<file path="src/rtl/fetch_sequencer.sv">
// Instruction fetch sequencer: walks a PC through instruction memory, presents
// fetched words on a valid/ready output register, and handles branch redirects and halt.
module fetch_sequencer #(
    parameter logic [7:0] RESET_PC    = 8'd0,
    parameter logic [3:0] HALT_OPCODE = 4'b1111
) (
    input  logic        clk,
    input  logic        rst,
    input  logic        start,
    input  logic        branch_taken,
    input  logic [7:0]  branch_target,
    output logic [7:0]  mem_addr,
    input  logic [31:0] mem_inst,
    output logic        out_valid,
    input  logic        out_ready,
    output logic [31:0] out_inst,
    output logic [7:0]  out_pc,
    output logic        halted,
    output logic [15:0] fetch_count
);

    typedef enum logic [1:0] {
        IDLE = 2'd0,
        RUN  = 2'd1,
        HALT = 2'd2
    } state_t;

    state_t      state, state_n;
    logic [7:0]  pc, pc_n;
    logic        valid_n;
    logic [31:0] inst_n;
    logic [7:0]  opc_n;
    logic [15:0] count_n;
    logic        capture;

    always_ff @(posedge clk) begin
        if (rst) begin
            state       <= IDLE;
            pc          <= RESET_PC;
            out_valid   <= 1'b0;
            out_inst    <= '0;
            out_pc      <= '0;
            fetch_count <= '0;
        end else begin
            state       <= state_n;
            pc          <= pc_n;
            out_valid   <= valid_n;
            out_inst    <= inst_n;
            out_pc      <= opc_n;
            fetch_count <= count_n;
        end
    end

    always_comb begin
        state_n = state;
        pc_n    = pc;
        valid_n = out_valid;
        inst_n  = out_inst;
        opc_n   = out_pc;
        count_n = fetch_count;
        capture = !out_valid || out_ready;
        case (state)
            IDLE: begin
                if (start) state_n = RUN;
            end
            RUN: begin
                // A redirect discards the presented word and wins over any capture.
                if (branch_taken) begin
                    pc_n    = branch_target;
                    valid_n = 1'b0;
                end else if (capture) begin
                    inst_n  = mem_inst;
                    opc_n   = pc;
                    valid_n = 1'b1;
                    if (fetch_count != '1) count_n = fetch_count + 16'd1;
                    if (mem_inst[31:28] == HALT_OPCODE) state_n = HALT;
                    else                                pc_n    = pc + 8'd1;
                end
            end
            HALT: begin
                if (start) begin
                    state_n = RUN;
                    pc_n    = RESET_PC;
                    valid_n = 1'b0;
                end else if (out_valid && out_ready) begin
                    valid_n = 1'b0;
                end
            end
            default: state_n = IDLE;
        endcase
    end

    assign mem_addr = pc;
    assign halted   = (state == HALT);

endmodule

</file>
<file path="config.mk">
export PLATFORM = sky130hd
export DESIGN_NAME = fetch_sequencer
export DESIGN_NICKNAME = d
export VERILOG_FILES = /design/src/rtl/fetch_sequencer.sv
export SDC_FILE = /design/constraint.sdc
export NUM_CORES = 1
export LEC_CHECK = 0
export BUFFER_PORTS_ARGS = -buffer_cell sky130_fd_sc_hd__buf_2
export CAP_MARGIN = 40
export CORE_ASPECT_RATIO = 1.1
export CORE_MARGIN = 2
export CORE_UTILIZATION = 44
export DETAILED_ROUTE_END_ITERATION = 8
export HOLD_SLACK_MARGIN = 0.15
export PLACE_DENSITY = 0.84
export SYNTH_ARGS = -nofsm -noshare
export SYNTH_HDL_FRONTEND = slang
export SYNTH_SLANG_ARGS = --single-unit
</file>
<file path="constraint.sdc">
create_clock -name clk -period 2 [get_ports clk]
set_clock_uncertainty 0.1 [all_clocks]
set_input_delay 0.1 -clock clk [delete_from_list [all_inputs] [get_ports clk]]
set_output_delay 0.1 -clock clk [all_outputs]
set_load 0.02 [all_outputs]
</file>
# After elaboration in Yosys (flattened, before gate mapping)
# Cells that the tools add are included.
[word_totals]
in_bits = 45
output_inout_bits = 66
register_bits = 67
wordCells = 47
[classes]
bitwise = 1
add_sub_neg = 2
eq_ne = 12
n_reduce_logical = 11
mux = 15
[ops]
columns = ["operator", "n"]
rows = [
  ["two-way mux 8 bit", 4],
  ["adder 16 x 1 -> 16 bit, second input constant", 1],
  ["inequality test 16 bit, second input constant", 1],
  ["one-hot mux 8 bit (2 select lines)", 1],
  ["AND reduction 4 bit", 3],
  ["adder 8 x 1 -> 8 bit, second input constant", 1],
  ["two-way mux 2 bit", 4],
  ["inequality test 2 bit, second input constant", 4],
  ["inequality test 3 bit, second input constant", 2],
  ["AND reduction 3 bit", 2],
  ["== test 4 bit, second input constant", 1],
  ["two-way mux 1 bit", 4],
  ["one-hot mux 2 bit (2 select lines)", 1],
  ["inequality test 3 x 2 -> 1 bit, second input constant", 1],
  ["== test 2 x 1 -> 1 bit, second input constant", 1],
  ["== test 2 bit, second input constant", 1],
  ["zero test 2 bit", 1],
  ["inequality test 2 x 1 -> 1 bit, second input constant", 1],
  ["one-hot mux 1 bit (2 select lines)", 1],
  ["nonzero test 2 bit", 1],
  ["OR reduction 2 bit", 1],
  ["logical AND 1 bit", 1],
  ["zero test 1 bit", 1],
  ["logical OR 1 bit", 1],
  ["NOT 1 bit", 1],
]

# Longest topological paths before layout
# Gate-level depths: netlist of run 1.
[logic_depth]
depth_word = 5
depth_mapped = 9
mapped_depth_nobuf = 5

# Worst setup path after synthesis of run 1
# No wires, ideal clock.
[synth_path]
kind = "register -> register"
from = "register fetch_count[0]"
to = "register fetch_count[2]"
period_less_slack_ps = 1962
arrival_time_ps = 1771
required_ps = 1809
n_path_buf = 1
path_stages_with_launch = 7
setup_ps = 91
path_slack_ps = 38
path_cell_list = "dfxtp_1 ha_1 nand3_1 nor4b_2 clkbuf_1 nor2_1 a311oi_1"
[synth_via]
elab_chain_len = 2
elab_cells_between_ends = 3
classes_between = "add/sub: 1; eq/ne: 1; reduce/logical: 1"
[synth_lines]
columns = ["item", "line_no", "rtl"]
rows = [
  ["start: declaration", "19", "output logic [15:0] fetch_count"],
  ["start signal: assignment", "50", "fetch_count <= count_n;"],
  ["parallel branches: the longest is 2 deep, another holds adder 16 x 1 -> 16 bit", "n/a", ""],
]
# Several ways; the timed one is not identified.
# A chain may end at the register's enable or synchronous reset.

# Worst setup path in the final report of run 1
[layout_path]
from = "register state[1]"
to = "register fetch_count[13]"
[layout_via]
elab_chain_len = 2
[layout_lines]
columns = ["item", "line_no", "rtl"]
rows = [
  ["start: declaration", "28", "state_t state, state_n;"],
  ["start signal: assignment", "45", "state <= state_n;"],
  ["== test 2 x 1 -> 1 bit", "62", "case (state)"],
  ["AND reduction 4 bit (no source line)", "n/a", ""],
]
# No other way between the ends.

==> results of run 1 <==
-- timing repair --
action,CTS,global route
hold buffers,42,0
endpoints found under the setup margin,1,6
resized for setup,1,5
pin swaps,0,0
endpoints found under the hold margin,43,0
-- cell families (layout without fill, tap and decap cells) --
kind of cell             after synthesis  count (layout)  synth area share [%]
AO/OA/AOI/OAI                         92              92                  19.0
XOR/XNOR                               2               2                 0.592
adder cells (fa/ha/maj)                2               2                 0.845
buffers and inverters                 33             190                  4.86
flip-flops                            67              67                  45.3
multiplexers                           9               9                  3.30
AND/OR/NAND/NOR                      159             159                  26.2
-- final timing paths --
path | to | cells past startpoint | slack, ns | from
worst max-delay path | fetch_count[13]$_SDFFE_PP0P_ | 4 | 0.07 | state[1]$_SDFFE_PP0P_
worst min-delay path | out_inst[23]$_SDFFE_PP0P_ | 2 | 0.21 | rst
worst max register to register | fetch_count[13]$_SDFFE_PP0P_ | 4 | 0.07 | state[1]$_SDFFE_PP0P_
worst min register to register | out_inst[23]$_SDFFE_PP0P_ | 2 | 0.35 | out_inst[23]$_SDFFE_PP0P_
-- synthesized netlist by cell type, types with 2 or more instances --
cell	n
a211oi_1	3
a21oi_1	58
a311oi_1	2
and4_1	4
buf_1	3
buf_6	2
clkbuf_1	18
dfxtp_1	67
ha_1	2
inv_1	8
mux2_1	4
mux2_2	2
mux2i_1	3
nand2_1	89
nand2b_1	3
nand3_1	8
nand4_1	6
nor2_1	14
nor2b_1	9
nor3_1	2
nor4_1	6
o21ai_0	4
o311ai_0	3
o31ai_1	8
o32ai_1	5
o41ai_1	2
or3_1	2
or4_1	7
xnor2_1	2
-- critical path: stages (launching register included) --
cell and delay [ns]:
dfxtp_2 0.35, nand2b_4 0.18, or3_4 0.48, nor4_1 0.33
mux2_1 0.36
-- cell usage in the layout (no fill, tap or decap), drive strengths merged, types with 4 or more instances in the layout --
cell type / n
mux2: 6
and4: 4
nand3: 8
clkbuf: 11
nand4: 6
nor2b: 9
o21ai: 4
o31ai: 8
dfxtp: 67
a21oi: 58
nor4: 6
nor2: 14
nand2b: 4
inv: 8
dlygate4sd3: 42
o32ai: 5
nand2: 89
buf: 124
or4: 7
-- state kept, by name, indices dropped and copies added (netlist names) --
name,cells
state,2
out_pc,8
mem_addr,8
out_valid,1
fetch_count,16
out_inst,32
-- per-layer routing --
layer | wire, µm | part of all wire (%) | global-route usage [%] | up-vias
li1 | - | - | - | 1597
met3 | 502 | 5.9 | 4.32 | 13
met4 | 159 | 1.9 | 9.58 | 0
met2 | 4360 | 51 | 41.1 | 123
met1 | 3460 | 41 | 25.7 | 1536
met5 | 0 | 0 | 0 | -
-- stage by stage --
step                      setup slack [ns]  cells
after detailed placement           -0.0180    545
final                               0.0685    603
after global routing             0.0000542    603
after global placement               0.108    545
after floorplan                     0.0382    364
after CTS                           0.0352    603
-- power groups by stage --
stage                     Combinational, mW  Clock (mW)  Sequential [mW]
after floorplan                       0.157           0             1.49
after global routing                  0.441        1.20             1.42
final                                 0.406        1.11             1.41
after detailed placement              0.337           0             1.44
after global placement                0.329           0             1.44
after CTS                             0.402        1.14             1.41
-- area by class of cell --
class                      count  area, µm²  area share (%)
clock buffer                  11        141            3.31
clock inverter                 5       52.6            1.23
inverter                       8       30.0           0.703
multi-input combinational    264       1510            35.4
sequential                    67       1340            31.4
tap                           82        103            2.40
timing repair buffer         166       1090            25.5
==> impl_metrics.json, run 1 <==
{
  "clk_pin_slew_ns": 0.07,
  "grt_first_pass_wirelength_um": 13500,
  "cp-start-kind": "flip-flop",
  "cp.required_ns": 2.12,
  "relSlewSlack_pct": 55.7,
  "drt_iter0_markers": 261,
  "cp-end-kind": "flip-flop",
  "status": "complete, no violations",
  "dieWidth_um": 82.2,
  "num_antenna_cells": 0,
  "synth_area_um2": 2960,
  "synth_top_area_share_pct": 45.3,
  "root_buffer": "clkbuf_8",
  "ir_drop_mv": 0.468,
  "final_hold_viol_count": 0,
  "num_rows": 31,
  "core_um2": 6560,
  "place.gp.congestion": 0.865,
  "dieArea_um2": 7400,
  "ys_seq_elements": 67,
  "p_sw_share_pct": 26.2,
  "synth_largest_area_cell": "dfxtp_1",
  "grtUsageTotal_pct": 23.0,
  "clockBufferDepth": 2,
  "synth-main-ff-cell": "dfxtp_1",
  "synth_area_leaders": "dfxtp_1 45%, nand2_1 11%, a21oi_1 9.8%",
  "p_switching_mw": 0.767,
  "synthArstFlopShare_pct": 0,
  "dp_hpwl_um": 5440,
  "antenna_found_initial": 0,
  "cellLeakagePower_nw": 1.80,
  "p_comb_share_pct": 13.8,
  "synth_seq_area_share_pct": 45.3,
  "postPlaceCellArea_um2": 3620,
  "p_int_mw": 2.16,
  "tritoncts": "yes",
  "synth_cells": 364,
  "avgSynthCellArea_um2": 8.14,
  "nets": 563,
  "htree_levels": 3,
  "post-cts-setup-buffers": 0,
  "power_mw": 2.93,
  "post-route-period-util_pct": 96.6,
  "synth_edf_count": 0,
  "holdCritPathClass": "in2reg",
  "clk_latency_ns": 0.34,
  "vias": 3269,
  "drive_gt1_share_pct": 28.8,
  "finalInstanceArea_um2": 4270,
  "power_frac_seq_pct": 48.2,
  "fin_setup_tns_ns": 0,
  "synth.distinct_cells": 47,
  "wl_um": 8490,
  "initial_core_util_pct": 45.2,
  "ant_nets": 0,
  "ios": 111,
  "slew_viol_final": 0,
  "viasPerCell": 5.42,
  "cts.sinks": 67,
  "drc": 0,
  "p_per_area_nw_per_um2": 686,
  "synth_nets": 411,
  "cts_buffers": 9,
  "grt_setup_unrepaired": "no",
  "dr.pass1.iters": 4,
  "nFillCells": 543,
  "crit_arrival_ns": 2.06,
  "ys_warn_count": 0,
  "critPathMaxFanout": 16,
  "max_clock_freq_ghz": 0.518,
  "wire_per_inst_um": 14.1,
  "period_needed_ns": 1.93,
  "grt_overflow_total": 0,
  "numPortBuffers": 110,
  "hold_slack_ns": 0.209,
  "synthToLayoutAreaGrowth_pct": 44.1,
  "grt_max_degree": 39,
  "die_h_um": 90.0,
  "worst_pin_slew_ns": 0.664,
  "fin_util_pct": 65.1,
  "grt_pass1_vias": 3026,
  "critPathKind": "reg2reg",
  "clkPwrFrac_pct": 37.9,
  "drv_cap": 0,
  "setup_viol": 0
}
Note: power is estimated with default switching activity, not from simulation.
==> inputs of run 2 (changes only) <==
Settings changed: BUFFER_PORTS_ARGS -buffer_cell sky130_fd_sc_hd__buf_2 to not set, CORE_UTILIZATION 44 to 62, DONT_BUFFER_PORTS set to 1, PLACE_DENSITY 0.84 to 0.86.
Clock period 2 ns to 1.96 ns, I/O delays scaled along.
==> run 2 against run 1 <==
Core utilization is 21 points higher. Clock power hardly changed. Worst setup slack got worse by 0.067 ns. Count of clock-buffer cells in the layout grew 1. Die area is 28% lower. Wire length is 7.2% higher. Critical path type unchanged. Critical endpoint is now mem_addr[2]$_SDFFE_PP0P_.
==> impl_metrics.json, run 2 (synthesis results as in run 1) <==
{
  "vias": 3120,
  "holdCritPathClass": "in2reg",
  "top_register": "out_inst",
  "final_hold_viol_count": 0,
  "drive_gt1_share_pct": 15.4,
  "post-route-period-util_pct": 99.9,
  "num_antenna_cells": 0,
  "grtUsageTotal_pct": 32.6,
  "grt_overflow_total": 0,
  "drv_cap": 0,
  "fin_setup_tns_ns": 0,
  "die_h_um": 76.5,
  "dieArea_um2": 5350,
  "p_comb_share_pct": 12.0,
  "timing.critical_path.mode_cell": "a21oi_1",
  "relSlewSlack_pct": 60.9,
  "cellLeakagePower_nw": 1.42,
  "fin_util_pct": 86.4,
  "crit_arrival_ns": 2.09,
  "antenna_found_initial": 0,
  "core_um2": 4620,
  "clk_latency_ns": 0.34,
  "grt_first_pass_wirelength_um": 14100,
  "worst_pin_slew_ns": 0.586,
  "dieWidth_um": 69.9,
  "nets": 483,
  "critPathKind": "reg2reg",
  "drc": 0,
  "postPlaceCellArea_um2": 3180,
  "p_per_area_nw_per_um2": 741,
  "max_clock_freq_ghz": 0.511,
  "clk_pin_slew_ns": 0.07,
  "dr.pass1.iters": 5,
  "place.gp.congestion": 0.806,
  "grt_pass1_vias": 3079,
  "viasPerCell": 6.28,
  "setup_viol": 0,
  "power_frac_seq_pct": 50.0,
  "ios": 111,
  "p_switching_mw": 0.764,
  "slew_viol_final": 0,
  "wl_um": 9100,
  "grt_max_degree": 74,
  "ir_drop_mv": 0.554,
  "wire_per_inst_um": 18.3,
  "synthToLayoutAreaGrowth_pct": 34.7,
  "path_buf_inv": 2,
  "cp-end-kind": "flip-flop",
  "critPathMaxFanout": 5,
  "drt_iter0_markers": 301,
  "numPortBuffers": 0,
  "finalInstanceArea_um2": 3990,
  "htree_levels": 3,
  "critPathMaxStageDelay_ns": 0.57,
  "grt_setup_unrepaired": "yes",
  "cp-start-kind": "flip-flop",
  "tritoncts": "yes",
  "clockBufferDepth": 2,
  "cp_top_family": "buffers and inverters",
  "final_cell_mix": "89 x nand2_1, 66 x dfxtp_1, 57 x a21oi_1",
  "status": "complete, no violations",
  "clkPwrFrac_pct": 38.0,
  "final_common_cell": "nand2_1",
  "initial_core_util_pct": 64.1,
  "num_rows": 26,
  "nFillCells": 241,
  "period_needed_ns": 1.96,
  "p_int_mw": 2.19,
  "cts_buffers": 9,
  "biggestRegsByFlops": "out_inst: 32 flops, fetch_count: 16 flops",
  "root_buffer": "clkbuf_8",
  "crit_path_cell_trace": "buf_4 -> a21oi_1 -> a21oi_1 -> dlygate4sd3_1 -> nor2_1 -> o311a_1",
  "dp_hpwl_um": 5000,
  "critPathSlowestCell": "dlygate4sd3_1",
  "cts.sinks": 67,
  "p_sw_share_pct": 25.8,
  "ant_nets": 0,
  "largest_reg_flops": 32,
  "cp.required_ns": 2.09
}
run 2: cell count changes in the layout (fill, tap and decap cells not counted), moves of 2 or more:
cell | before | now
nor4_1 | 4 | 1
buf_2 | 110 | 0
dlygate4sd3_1 | 42 | 51
clkinv_2 | 3 | 1
buf_4 | 13 | 33
nor4_2 | 1 | 5
run 2: final timing paths:
kind | from | endpoint | slack, ns | cells past startpoint
worst max-delay path | mem_addr[2]$_SDFFE_PP0P_ | mem_addr[2]$_SDFFE_PP0P_ | 0.001 | 6
worst min-delay path | branch_taken | out_inst[17]$_SDFFE_PP0P_ | 0.15 | 3
worst max register to register | mem_addr[2]$_SDFFE_PP0P_ | mem_addr[2]$_SDFFE_PP0P_ | 0.001 | 6
worst min register to register | mem_addr[4]$_SDFFE_PP0P_ | out_pc[4]$_SDFFE_PP0P_ | 0.40 | 2
run 2: stage by stage:
stage	total power, mW	setup slack, ns	std cells	hold WS (ns)
2_1_floorplan	1.68	0.0101	364	0.134
3_3_place_gp	1.71	0.116	428	0.0730
3_5_place_dp	1.72	0.0312	428	0.0755
4_1_cts	2.93	0.0174	493	-0.123
5_1_grt	3.04	-0.0348	497	0.196
6_report	2.96	0.00135	497	0.150
run 2: routing by layer:
metal / up-vias / track usage [%] / routed length, µm
met5: - / 0 / 0
met4: 0 / 17.3 / 269
met3: 29 / 9.39 / 783
met2: 185 / 56.7 / 4740
met1: 1464 / 35.6 / 3310
li1: 1442 / - / -
run 2: worst min-delay path: cells and delay by family:
kind | cells | cell delay [ns]
and+or+nand+nor | 2 | 0.32
AOI/OAI and AO/OA | 1 | 0.13
run 2: area by class of cell:
cell class | instances | area, µm² | share of cell area (%)
Clock inverter | 4 | 50.0 | 1.25
Tap cell | 56 | 70.1 | 1.76
Clock buffer | 12 | 145 | 3.64
Inverter | 8 | 30.0 | 0.753
Sequential cell | 67 | 1340 | 33.6
Timing Repair Buffer | 86 | 806 | 20.2
Multi-Input combinational cell | 264 | 1550 | 38.8
run 2: power groups by stage:
stage               logic, mW  registers, mW  clock network [mW]
floorplan               0.161           1.52                   0
global placement        0.201           1.51                   0
detailed placement      0.211           1.51                   0
CTS                     0.324           1.48                1.13
global route            0.384           1.48                1.18
finish                  0.355           1.48                1.12
run 2: what timing repair did:
action                                 in CTS  in global routing
gates resized for setup                     0                 15
hold buffers                               49                  4
setup endpoints to repair                   0                 13
endpoints found under the hold margin      67                 47
setup buffers                               0                  1
==> inputs of run 3 (changes only) <==
Settings changed: CTS_BUF_LIST set to sky130_fd_sc_hd__clkbuf_4 sky130_fd_sc_hd__clkbuf_8 sky130_fd_sc_hd__clkbuf_16.
==> run 3 against run 2 <==
Die area unchanged. Via count fell by 0.29%. Combinational power about the same. Global-route usage increased by 0.37 points. Flip-flop and latch count stayed put. Final cell count unchanged. Critical endpoint unchanged. Largest cell class unchanged. Power up 1.3%. Final area is 0.47% higher.
==> impl_metrics.json, run 3 (synthesis results as in run 1) <==
{
  "status": "complete, no violations",
  "setup_viol": 0,
  "num_rows": 26,
  "nets": 483,
  "root_buffer": "clkbuf_8",
  "ios": 111,
  "tritoncts": "yes",
  "cts_buffers": 9,
  "timing.critical_path.mode_cell": "a21oi_1",
  "wl_um": 9280,
  "biggestRegsByFlops": "out_inst: 32 flops, fetch_count: 16 flops",
  "fin_util_pct": 86.8,
  "cp.required_ns": 2.09,
  "p_switching_mw": 0.776,
  "place.gp.congestion": 0.806,
  "synthToLayoutAreaGrowth_pct": 35.4,
  "relSlewSlack_pct": 62.4,
  "dr.pass1.iters": 5,
  "critPathSlowestCell": "dlygate4sd3_1",
  "critPathMaxStageDelay_ns": 0.57,
  "numPortBuffers": 0,
  "clk_pin_slew_ns": 0.07,
  "antenna_found_initial": 0,
  "ant_nets": 0,
  "p_int_mw": 2.22,
  "post-route-period-util_pct": 99.6,
  "htree_levels": 3,
  "max_clock_freq_ghz": 0.512,
  "wire_per_inst_um": 18.7,
  "grt_max_degree": 74,
  "die_h_um": 76.5,
  "top_register": "out_inst",
  "grt_pass1_vias": 3164,
  "crit_arrival_ns": 2.08,
  "grt_overflow_total": 0,
  "cp-start-kind": "flip-flop",
  "critPathMaxFanout": 5,
  "dieArea_um2": 5350,
  "clk_latency_ns": 0.34,
  "core_um2": 4620,
  "cellLeakagePower_nw": 1.43,
  "drt_iter0_markers": 361,
  "p_per_area_nw_per_um2": 747,
  "num_antenna_cells": 0,
  "p_sw_share_pct": 25.9,
  "clkPwrFrac_pct": 38.7,
  "final_common_cell": "nand2_1",
  "grt_first_pass_wirelength_um": 14300,
  "final_hold_viol_count": 0,
  "drv_cap": 0,
  "ir_drop_mv": 0.637,
  "vias": 3111,
  "critPathKind": "reg2reg",
  "fin_setup_tns_ns": 0,
  "viasPerCell": 6.26,
  "cp-end-kind": "flip-flop",
  "worst_pin_slew_ns": 0.564,
  "p_comb_share_pct": 11.9,
  "initial_core_util_pct": 64.1,
  "period_needed_ns": 1.95,
  "dp_hpwl_um": 5000,
  "largest_reg_flops": 32,
  "drc": 0,
  "dieWidth_um": 69.9,
  "grtUsageTotal_pct": 33.0,
  "final_cell_mix": "89 x nand2_1, 66 x dfxtp_1, 57 x a21oi_1",
  "clockBufferDepth": 2,
  "power_frac_seq_pct": 49.4,
  "holdCritPathClass": "in2reg",
  "crit_path_cell_trace": "buf_4 -> a21oi_1 -> a21oi_1 -> dlygate4sd3_1 -> nor2_1 -> o311a_1",
  "cts.sinks": 67,
  "drive_gt1_share_pct": 15.9,
  "slew_viol_final": 0
}
==> run 3: cell count changes in the layout (fill, tap and decap cells not counted) <==
cell | before | now
nor2b_2 | 0 | 1
nand3_4 | 0 | 1
nand3_2 | 1 | 0
clkbuf_1 | 2 | 0
clkbuf_4 | 0 | 2
nor4_4 | 0 | 1
nor2b_4 | 1 | 0
nor4_2 | 5 | 4
==> run 3: worst max-delay path: cells and delay by family, from the launching register on <==
family                 cells  cell delay, ns
buffers and inverters      2            0.77
AOI/OAI and AO/OA          3            0.52
DFF                        1            0.41
and+or+nand+nor            1            0.05
==> run 3: routing by layer <==
| layer | wire length (µm) | vias up | global-route usage (%) |
|---|---|---|---|
| met5 | 0 | - | 0 |
| met4 | 293 | 0 | 18.3 |
| met3 | 811 | 33 | 10.3 |
| met2 | 4680 | 184 | 56.3 |
| met1 | 3500 | 1453 | 36.0 |
| li1 | - | 1441 | - |
==> run 3: power groups by stage <==
stage	Clock [mW]	Combinational, mW	Sequential, mW
6_report	1.16	0.356	1.48
5_1_grt	1.21	0.383	1.48
4_1_cts	1.16	0.324	1.48
3_5_place_dp	0	0.211	1.51
3_3_place_gp	0	0.201	1.51
2_1_floorplan	0	0.161	1.52
==> run 3: area by class of cell <==
cell class	count	area, µm²
clock buffers	12	153
well taps	56	70.1
fillers	249	611
clock inverters	4	50.0
inverters	8	30.0
multi-input cells	264	1560
flip-flops and latches	67	1340
repair buffers	86	806
==> run 3: worst paths after layout <==
path / cells past startpoint / endpoint / from / slack, ns
max reg2reg: 6 / mem_addr[2]$_SDFFE_PP0P_ / mem_addr[2]$_SDFFE_PP0P_ / 0.008
min: 3 / out_inst[17]$_SDFFE_PP0P_ / branch_taken / 0.16
min reg2reg: 2 / out_pc[4]$_SDFFE_PP0P_ / mem_addr[4]$_SDFFE_PP0P_ / 0.41
max: 6 / mem_addr[2]$_SDFFE_PP0P_ / mem_addr[2]$_SDFFE_PP0P_ / 0.008
==> run 3: timing repair <==
item,CTS,global route
hold endpoints to repair,67,48
resized for setup,0,16
hold buffers,49,4
setup buffers,0,1
setup endpoints to repair,0,15
==> run 3: metrics by stage <==
stage / hold slack (ns) / power (mW) / setup slack [ns] / area, µm² / instances
floorplan: 0.134 / 1.68 / 0.0101 / 2960 / 364
global placement: 0.0730 / 1.71 / 0.116 / 3180 / 428
detailed placement: 0.0755 / 1.72 / 0.0312 / 3180 / 428
CTS: -0.122 / 2.96 / 0.0173 / 3890 / 493
global route: 0.186 / 3.08 / -0.0314 / 4010 / 497
finish: 0.156 / 3.00 / 0.00787 / 4010 / 497
